## src/rtl/regfile_pkg.sv

```systemverilog
// Shared register-file sizing: default widths and the register count derivation
// used by both the register file and the processor datapath.
package regfile_pkg;

  localparam int DATA_W_DEF = 32;
  localparam int ADDR_W_DEF = 5;

  function automatic int depth_of(input int addr_w);
    return 1 << addr_w;
  endfunction

endpackage

```

## src/rtl/regfile_scoreboard.sv

```systemverilog
// Per-register busy tracking for in-flight writes, with a running count of
// busy registers and the per-read-port "operand not yet valid" flags.
module regfile_scoreboard
  import regfile_pkg::*;
#(
  parameter int ADDR_W   = ADDR_W_DEF,
  parameter int ZERO_REG = 1
) (
  input  logic              clock,
  input  logic              ctrl_reset,
  input  logic              i_wb_en,
  input  logic [ADDR_W-1:0] i_wb_idx,
  input  logic              i_iss_en,
  input  logic [ADDR_W-1:0] i_iss_idx,
  input  logic [ADDR_W-1:0] i_rd_a,
  input  logic [ADDR_W-1:0] i_rd_b,
  output logic              o_busy_a,
  output logic              o_busy_b,
  output logic [ADDR_W:0]   o_pending
);

  localparam int DEPTH = depth_of(ADDR_W);
  localparam int CW    = ADDR_W + 1;

  logic [DEPTH-1:0] r_busy;
  logic [CW-1:0]    r_pending;
  logic [DEPTH-1:0] w_busy_nxt;
  logic [CW-1:0]    w_pending_nxt;
  logic             w_iss_ok;
  logic             w_wb_ok;
  logic             w_same_idx;
  logic             w_set_ev;
  logic             w_clr_ev;
  logic             w_byp_a;
  logic             w_byp_b;

  assign w_iss_ok   = i_iss_en && !((ZERO_REG != 0) && (i_iss_idx == '0));
  assign w_wb_ok    = i_wb_en  && !((ZERO_REG != 0) && (i_wb_idx  == '0));
  assign w_same_idx = w_iss_ok && (i_iss_idx == i_wb_idx);
  assign w_set_ev   = w_iss_ok && !r_busy[i_iss_idx];
  assign w_clr_ev   = w_wb_ok && r_busy[i_wb_idx] && !w_same_idx;

  // Issue takes priority over writeback when both target the same register.
  always_comb begin
    w_busy_nxt = r_busy;
    for (int i = 0; i < DEPTH; i++) begin
      w_busy_nxt[i] = (w_iss_ok && (i_iss_idx == ADDR_W'(i))) ? 1'b1 :
                      (w_wb_ok  && (i_wb_idx  == ADDR_W'(i))) ? 1'b0 : r_busy[i];
    end
  end

  // Count follows busy transitions; one set and one clear cancel out.
  always_comb begin
    w_pending_nxt = r_pending;
    case ({w_set_ev, w_clr_ev})
      2'b10: begin
        if (r_pending != CW'(DEPTH)) w_pending_nxt = r_pending + CW'(1);
        else                         w_pending_nxt = r_pending;
      end
      2'b01: begin
        if (r_pending != CW'(0)) w_pending_nxt = r_pending - CW'(1);
        else                     w_pending_nxt = r_pending;
      end
      default: w_pending_nxt = r_pending;
    endcase
  end

  // Busy bits and pending count state.
  always_ff @(posedge clock or posedge ctrl_reset) begin
    if (ctrl_reset) begin
      r_busy    <= '0;
      r_pending <= '0;
    end else begin
      r_busy    <= w_busy_nxt;
      r_pending <= w_pending_nxt;
    end
  end

  assign w_byp_a   = w_wb_ok && (i_wb_idx == i_rd_a) && !(w_iss_ok && (i_iss_idx == i_rd_a));
  assign w_byp_b   = w_wb_ok && (i_wb_idx == i_rd_b) && !(w_iss_ok && (i_iss_idx == i_rd_b));
  assign o_busy_a  = r_busy[i_rd_a] && !w_byp_a;
  assign o_busy_b  = r_busy[i_rd_b] && !w_byp_b;
  assign o_pending = r_pending;

endmodule

```

## src/rtl/regfile_sb.sv

```systemverilog
// Two-read/one-write register file with write-through bypass and an
// issue/writeback scoreboard for tracking operands still in flight.
module regfile_sb
  import regfile_pkg::*;
#(
  parameter int DATA_W   = DATA_W_DEF,
  parameter int ADDR_W   = ADDR_W_DEF,
  parameter int ZERO_REG = 1
) (
  input  logic              clock,
  input  logic              ctrl_reset,
  input  logic              ctrl_writeEnable,
  input  logic [ADDR_W-1:0] ctrl_writeReg,
  input  logic [DATA_W-1:0] data_writeReg,
  input  logic [ADDR_W-1:0] ctrl_readRegA,
  input  logic [ADDR_W-1:0] ctrl_readRegB,
  output logic [DATA_W-1:0] data_readRegA,
  output logic [DATA_W-1:0] data_readRegB,
  input  logic              ctrl_issueEnable,
  input  logic [ADDR_W-1:0] ctrl_issueReg,
  output logic              busy_readRegA,
  output logic              busy_readRegB,
  output logic [ADDR_W:0]   pending_count
);

  localparam int DEPTH = depth_of(ADDR_W);

  logic [DATA_W-1:0] r_mem [DEPTH];
  logic              w_wr_ok;

  assign w_wr_ok = ctrl_writeEnable && !((ZERO_REG != 0) && (ctrl_writeReg == '0));

  // Storage array; reset clears every entry without waiting for a clock.
  always_ff @(posedge clock or posedge ctrl_reset) begin
    if (ctrl_reset) begin
      for (int i = 0; i < DEPTH; i++) r_mem[i] <= '0;
    end else if (w_wr_ok) begin
      r_mem[ctrl_writeReg] <= data_writeReg;
    end
  end

  // Read port A: bypass first, hardwired zero register next, then storage.
  always_comb begin
    data_readRegA = r_mem[ctrl_readRegA];
    if (w_wr_ok && (ctrl_writeReg == ctrl_readRegA)) data_readRegA = data_writeReg;
    else if ((ZERO_REG != 0) && (ctrl_readRegA == '0)) data_readRegA = '0;
    else data_readRegA = r_mem[ctrl_readRegA];
  end

  // Read port B, same priority as port A.
  always_comb begin
    data_readRegB = r_mem[ctrl_readRegB];
    if (w_wr_ok && (ctrl_writeReg == ctrl_readRegB)) data_readRegB = data_writeReg;
    else if ((ZERO_REG != 0) && (ctrl_readRegB == '0)) data_readRegB = '0;
    else data_readRegB = r_mem[ctrl_readRegB];
  end

  regfile_scoreboard #(
    .ADDR_W   (ADDR_W),
    .ZERO_REG (ZERO_REG)
  ) u_scoreboard (
    .clock      (clock),
    .ctrl_reset (ctrl_reset),
    .i_wb_en    (ctrl_writeEnable),
    .i_wb_idx   (ctrl_writeReg),
    .i_iss_en   (ctrl_issueEnable),
    .i_iss_idx  (ctrl_issueReg),
    .i_rd_a     (ctrl_readRegA),
    .i_rd_b     (ctrl_readRegB),
    .o_busy_a   (busy_readRegA),
    .o_busy_b   (busy_readRegB),
    .o_pending  (pending_count)
  );

endmodule
```

## config.mk

```make
export PLATFORM = sky130hd
export DESIGN_NAME = regfile_sb
export DESIGN_NICKNAME = d
export VERILOG_FILES = /design/src/rtl/regfile_pkg.sv /design/src/rtl/regfile_scoreboard.sv /design/src/rtl/regfile_sb.sv
export SDC_FILE = /design/constraint.sdc
export NUM_CORES = 2
export LEC_CHECK = 0
export BUFFER_PORTS_ARGS = -buffer_cell sky130_fd_sc_hd__buf_2
export CAP_MARGIN = 5
export CELL_PAD_IN_SITES_DETAIL_PLACEMENT = 0
export CELL_PAD_IN_SITES_GLOBAL_PLACEMENT = 1
export CORE_AREA = 2 2 280 393
export DETAILED_ROUTE_END_ITERATION = 10
export DIE_AREA = 0 0 282 395
export GPL_TIMING_DRIVEN = 0
export HOLD_SLACK_MARGIN = 0.03
export PLACE_DENSITY = 0.82
export SLEW_MARGIN = 0
export SYNTH_ARGS = -nofsm -noshare
export SYNTH_HDL_FRONTEND = slang
export SYNTH_SLANG_ARGS = --single-unit
```

## constraint.sdc

```tcl
create_clock -name clock -period 40.6 [get_ports clock]
set_input_delay 8.12 -clock clock [delete_from_list [all_inputs] [get_ports clock]]
set_output_delay 8.12 -clock clock [all_outputs]
set_load 0.02 [all_outputs]
```

[After elaboration in Yosys (flattened, before gate mapping)]
Index checks and enable logic that the tools add are counted.
Word-level totals
  register bits: 1062
  word-level logic and storage cells: 364
  output and inout bits: 72
Operators by class
  equal/unequal tests: 72
  $add $sub $neg: 2
  bitwise gates (word level): 3
  mux-type cells: 88
  reductions and logical operators: 126
  $lt $le $gt $ge: 8
Operator list (number)
  bitwise mux 1024 bit: 1
  binary-select mux 32 bit (select 5 bit): 2
  two-way mux 32 bit: 9
  demux 32 bit (select 5 bit): 1
  == test 5 bit, second input constant: 32
  == test 5 x 4 -> 1 bit, second input constant: 16
  logical AND 1 bit: 79
  two-way mux 1 bit: 68
  nonzero test 2 bit: 33
  == test 5 x 3 -> 1 bit, second input constant: 8
  == test 5 bit: 5
  less-than comparator 5 x 6 -> 1 bit, second input constant: 4
  binary-select mux 1 bit (select 5 bit): 4
  == test 5 x 2 -> 1 bit, second input constant: 4
  logical NOT 5 bit: 4
  >= comparator 6 bit, second input constant: 3
  inverter 5 -> 6 bit: 3
  two-way mux 6 bit: 2
  one-hot mux 6 bit (2 select lines): 1
  == test 5 x 1 -> 1 bit, second input constant: 2
  logical NOT 1 bit: 8
  adder 6 x 1 -> 6 bit, second input constant: 1
  less-than comparator 6 x 1 -> 1 bit, second input constant: 1
  inequality test 6 bit, second input constant: 1
  other kinds (6): 7

[Logic depth before layout (Yosys ltp)]
  word-level depth: 9
  gate-level depth with buffers: 15
  gate-level depth less buffers: 13

[Cells and area by module]
From an unflattened synthesis, not the netlist that was laid out.
Second synthesis, totals
  cell total of the unflattened synthesis: 4176
  area total of the unflattened synthesis: 58175.8 µm²
Modules (own cells, without submodules)
  regfile_sb: instances 1, area an instance 54893.9 µm², sequential area each 25624.6 µm², cells an instance 3841
  regfile_scoreboard: instances 1, area an instance 3281.9 µm², sequential area each 950.9 µm², cells an instance 335

[Worst setup path after synthesis]
No wires, ideal clock.
  kind: input to output
  start: in ctrl_readRegA[0]
  end: out data_readRegA[10]
  required time: 32.480 ns
  slack: 22.090 ns
  arrival: 10.390 ns
  cell stages on the path: 7
  buffers on the path: 3
  cell sequence: buf_2 > buf_2 > buf_1 > mux4_2 > mux4_2 > mux2i_1 > o21ai_0
Between the ends
  longest elaborated chain between the ends: 6
Ends and longest elaborated chain
  start: declaration: RTL line regfile_sb.sv:15  | input logic [ADDR_W-1:0] ctrl_readRegA,
  inverter 5 -> 6 bit (implied by the code): RTL line regfile_sb.sv:47  | else data_readRegA = r_mem[ctrl_readRegA];
  binary-select mux 32 bit (select 5 bit): RTL line regfile_sb.sv:47
  two-way mux 32 bit (implied by the code) (2 in series): RTL line regfile_sb.sv:47
  two-way mux 32 bit: RTL line regfile_sb.sv:46  | else if ((ZERO_REG != 0) && (ctrl_readRegA == '0)) data_readRegA = '0;
  two-way mux 32 bit *: RTL line regfile_sb.sv:45  | if (w_wr_ok && (ctrl_writeReg == ctrl_readRegA)) data_readRegA = data_writeReg;
  end: declaration: RTL line regfile_sb.sv:17  | output logic [DATA_W-1:0] data_readRegA,
Mark *: on every way between the ends. The rest lies on a longest branch, timed or not. The select of a mux whose other input is x is not followed.

[Worst setup path in the final report]
  start: in ctrl_readRegB[1]
  end: out data_readRegB[17]
Between the ends
  longest elaborated chain between the ends: 6
Ends and longest elaborated chain
  start: declaration: RTL line regfile_sb.sv:16  | input logic [ADDR_W-1:0] ctrl_readRegB,
  inverter 5 -> 6 bit (implied by the code): RTL line regfile_sb.sv:55  | else data_readRegB = r_mem[ctrl_readRegB];
  binary-select mux 32 bit (select 5 bit): RTL line regfile_sb.sv:55
  two-way mux 32 bit (implied by the code) (2 in series): RTL line regfile_sb.sv:55
  two-way mux 32 bit: RTL line regfile_sb.sv:54  | else if ((ZERO_REG != 0) && (ctrl_readRegB == '0)) data_readRegB = '0;
  two-way mux 32 bit *: RTL line regfile_sb.sv:53  | if (w_wr_ok && (ctrl_writeReg == ctrl_readRegB)) data_readRegB = data_writeReg;
  end: declaration: RTL line regfile_sb.sv:18  | output logic [DATA_W-1:0] data_readRegB,
Marks and branches as above.

==> metrics.md <==
| Metric | Value |
|---|---|
| Max-slew violations | `33` |
| Ys async rst share | `100%` |
| CTS root buf | `clkbuf_16` |
| Net count, final | `4,169` |
| Crit. End Element | `primary output` |
| Syn-to-layout area delta | `11.5%` |
| Worst slew margin | `-2.17%` |
| Xor and xnor area share after synthesis | `less than 1%` |
| FF-to-FF End | `u_scoreboard.o_pending[5]` |
| Global placement routability congestion | `0.952` |
| Final Setup Violations | `0` |
| Yosys cell types | `56` |
| GRT Resource Usage Total | `40.0%` |
| WHS Endpoint | `r_mem[1021]` |
| Seq/Total Area, Yosys | `between 40 and 50%` |
| Hold_sp | `r_mem[1021]` |
| Post-synth top area cell | `dfrtp_1` |
| Synth warn | `0` |
| Seq cells post-synth | `between 1,000 and 1,500` |
| Period utilisation layout | `a little over half` |
| Skew final | `0.0168 ns` |
| Outcome | `finished, violations left` |
| VDD IR max | `between 0.04 and 0.05 mV` |
| I/O pin count | `~130` |
| Max-Cap Viols | `5` |
| Die area | `111,000 um^2` |
| Initial antenna violation count | `11` |
| Row cnt | `around 140` |
| Reg2reg path depth | `12` |
| DR vias | `around 40,000` |
| Crit-path max FO | `10` |
| CTS tree | `yes` |
| Share of the synthesized area in the top cell type | `between 40% and 50%` |
| Synth Area in Compound Gates | `approximately 3.5%` |
| CTS buffer count | `approximately 110` |
| FF+latch area | `roughly 27,000 um^2` |
| Number of global-route vias before repair | `41,500` |
| Via-per-instance ratio | `7.24` |
| First-pass GRT wire length | `between 300,000 and 400,000 um` |
| Initial core utilization | `a little over half` |
| Cts hold-fix bufs | `0` |
| Worst-margin pin slew | `between 1.5 and 2 ns` |
| Synth Net Count | `3,916` |
| Fill count | `approximately 8,300` |
| Max H-tree Level | `3` |
| Avg Cell Area, Syn | `15.0 um^2` |
| FMAX | `about 46 MHz` |
| Clk pin slew, worst setup/hold paths | `roughly 0.06 ns` |
| R2R setup slack | `between 30 and 40 ns` |
| Endpoints failing hold | `0` |
| Total power draw | `roughly 0.0032 W` |
| Main combinational cell family by area after synthesis | `multiplexers` |
| Commonest cells after routing, fill and taps aside | `dfrtp_1 (1,062), mux2_2 (994), mux4_2 (572)` |
| Worst hold slack | `approximately 0.48 ns` |
| Critical path data arrival time | `between 10 and 15 ns` |
| Cells after Synth | `just under 4,000` |
| Crit Path Category | `input pin to primary output` |
| Adder-cell share of the synthesized area | `less than 1%` |
| EDFF count, synth | `0` |
| Lkg Pwr | `approximately 27 nW` |
| Startpoint class of the critical path | `input pin` |
| Simple-gate share of the synthesized area | `between 2 and 2.5%` |
| Drt first pass iters | `8` |
| Cell area after synthesis | `57,900 um^2` |
| Routed Antenna Nets | `0` |
| Starting DRT DRC Count | `~5,300` |
| Fraction of layout cells with a size suffix above 1 | `46.9%` |
| Largest net degree at the start of global routing | `roughly 130` |
| Max Root-Sink Buffers | `3` |
| Drt wl/cell | `38.9 um` |
| Min Clock Period, post-route | `about 22 ns` |
| Post-DP HPWL | `~150,000 um` |
| Clock sink count | `1,062` |
| Grt ovf | `0` |
| Tightest Hold Check Type | `register to register` |
| WL final | `approximately 220,000 um` |
| Die Y-Extent | `395 um` |
| Die X | `approximately 280 um` |
| Clk Latency, worst-skew pair | `about 0.73 ns` |
| Ys flop type | `dfrtp_1` |
| Multi-input combinational cell area | `just under 30,000 um^2` |
| Reg2reg start | `u_scoreboard.r_busy[6]` |
| PortBufs | `approximately 110` |
| Hold path depth | `1` |
| Leading cell type in the layout, fill and taps excluded | `dfrtp_1` |
| Setup bufs post-CTS | `0` |
| RSZ-0062 raised after global routing | `no` |
| Power Dens Cells | `around 50 nW/um^2` |
| Failing checks | `capacitance limit, slew limit` |
| Multiplexer share of the synthesized area | `about 45%` |
| CP required | `around 32 ns` |
| Post-CTS resize count | `0` |
| Ranking of synthesized cells by area | `dfrtp_1 (46%), mux4_2 (22%), mux2_2 (19%)` |
| Core region area | `~110,000 um^2` |
| Drt drc | `0` |
==> cells in the mapped netlist, types with 8 or more instances <==
library cell and instances:
nor2_1 36, a221oi_1 67, a22oi_1 34, dfrtp_1 1062, a311o_1 9, buf_1 49, nand3_1 38, xor2_1 16
o21ai_0 126, mux2i_1 172, nand2_1 109, a32o_1 11, nor3_1 10, o22ai_1 9, mux4_2 572, inv_1 19
xnor2_1 14, buf_2 59, buf_4 8, a21oi_1 10, and3_1 23, mux2_2 994, clkbuf_1 329
==> how the worst max path moves through the flow <==
stage               depth (start not counted)  slack [ns]              from                endpoint
floorplan                                   1        2.59        ctrl_reset                r_mem[0]
global placement                            2       -9.37        ctrl_reset  u_scoreboard.r_busy[4]
detailed placement                         10       19.36  ctrl_readRegB[1]       data_readRegB[17]
CTS                                        10       19.38  ctrl_readRegB[2]       data_readRegB[17]
global route                               10       19.25  ctrl_readRegB[1]       data_readRegB[17]
finish                                     10       18.98  ctrl_readRegB[1]       data_readRegB[17]
==> per-layer routing <==
metal / track usage (%) / part of all wire [%]
met5: 0 / 0.040
met4: 32.4 / 9.8
met3: 12.6 / 11
met2: 60.8 / 46
met1: 46.8 / 33
==> worst max-delay path, stage by stage <==
cell	delay, ns
clkbuf_1	0.22
buf_2	0.64
nor2_1	0.26
clkbuf_1	0.48
clkbuf_1	0.58
a21oi_1	0.92
clkbuf_1	0.89
o21ai_0	0.47
o21ai_0	0.57
buf_2	0.26
==> report_power, final <==
group	internal (W)	switching [W]
Sequential	0.00126	0.000158
Clock	0.000590	0.000444
Combinational	0.000419	0.000335
Total	0.00227	0.000937
==> state kept, by name, indices dropped and copies added, names as in the netlist <==
signal / cells
u_scoreboard.r_busy: 32
u_scoreboard.o_pending: 6
r_mem: 1024
==> kinds of logic after synthesis <==
logic type,after synthesis
muxes,1741
DFF,1062
buffers and inverters,466
AOI/OAI and AO/OA,297
and+or+nand+nor,254
xor gates and xnor gates,30
adders and majority gates,5
==> cell type report <==
| cell class | instances | area share (%) |
|---|---|---|
| inverters | 20 | 0.128 |
| clock buffers | 166 | 4.90 |
| plain buffers | 446 | 2.79 |
| multi-input cells | 2327 | 45.7 |
| flip-flops and latches | 1062 | 41.2 |
| repair buffers | 145 | 1.82 |
| clock inverters | 25 | 0.617 |
| diodes | 8 | 0.0310 |
| well taps | 1450 | 2.81 |
==> metrics by stage <==
| step | TNS [ns] | area [um^2] | utilization [%] | instances | setup slack (ns) |
|---|---|---|---|---|---|
| after floorplan | 0 | 57900 | - | 3855 | 2.59 |
| after global placement | -9738.76 | 60200 | 55.8 | 5416 | -9.37 |
| after detailed placement | 0 | 60800 | 56.3 | 5442 | 19.36 |
| after CTS | 0 | 64300 | 59.6 | 5633 | 19.38 |
| after global routing | 0 | 64500 | 59.8 | 5641 | 19.25 |
| final | 0 | 64500 | 59.8 | 5649 | 18.98 |
No activity file was read; power rests on OpenSTA's default activity.
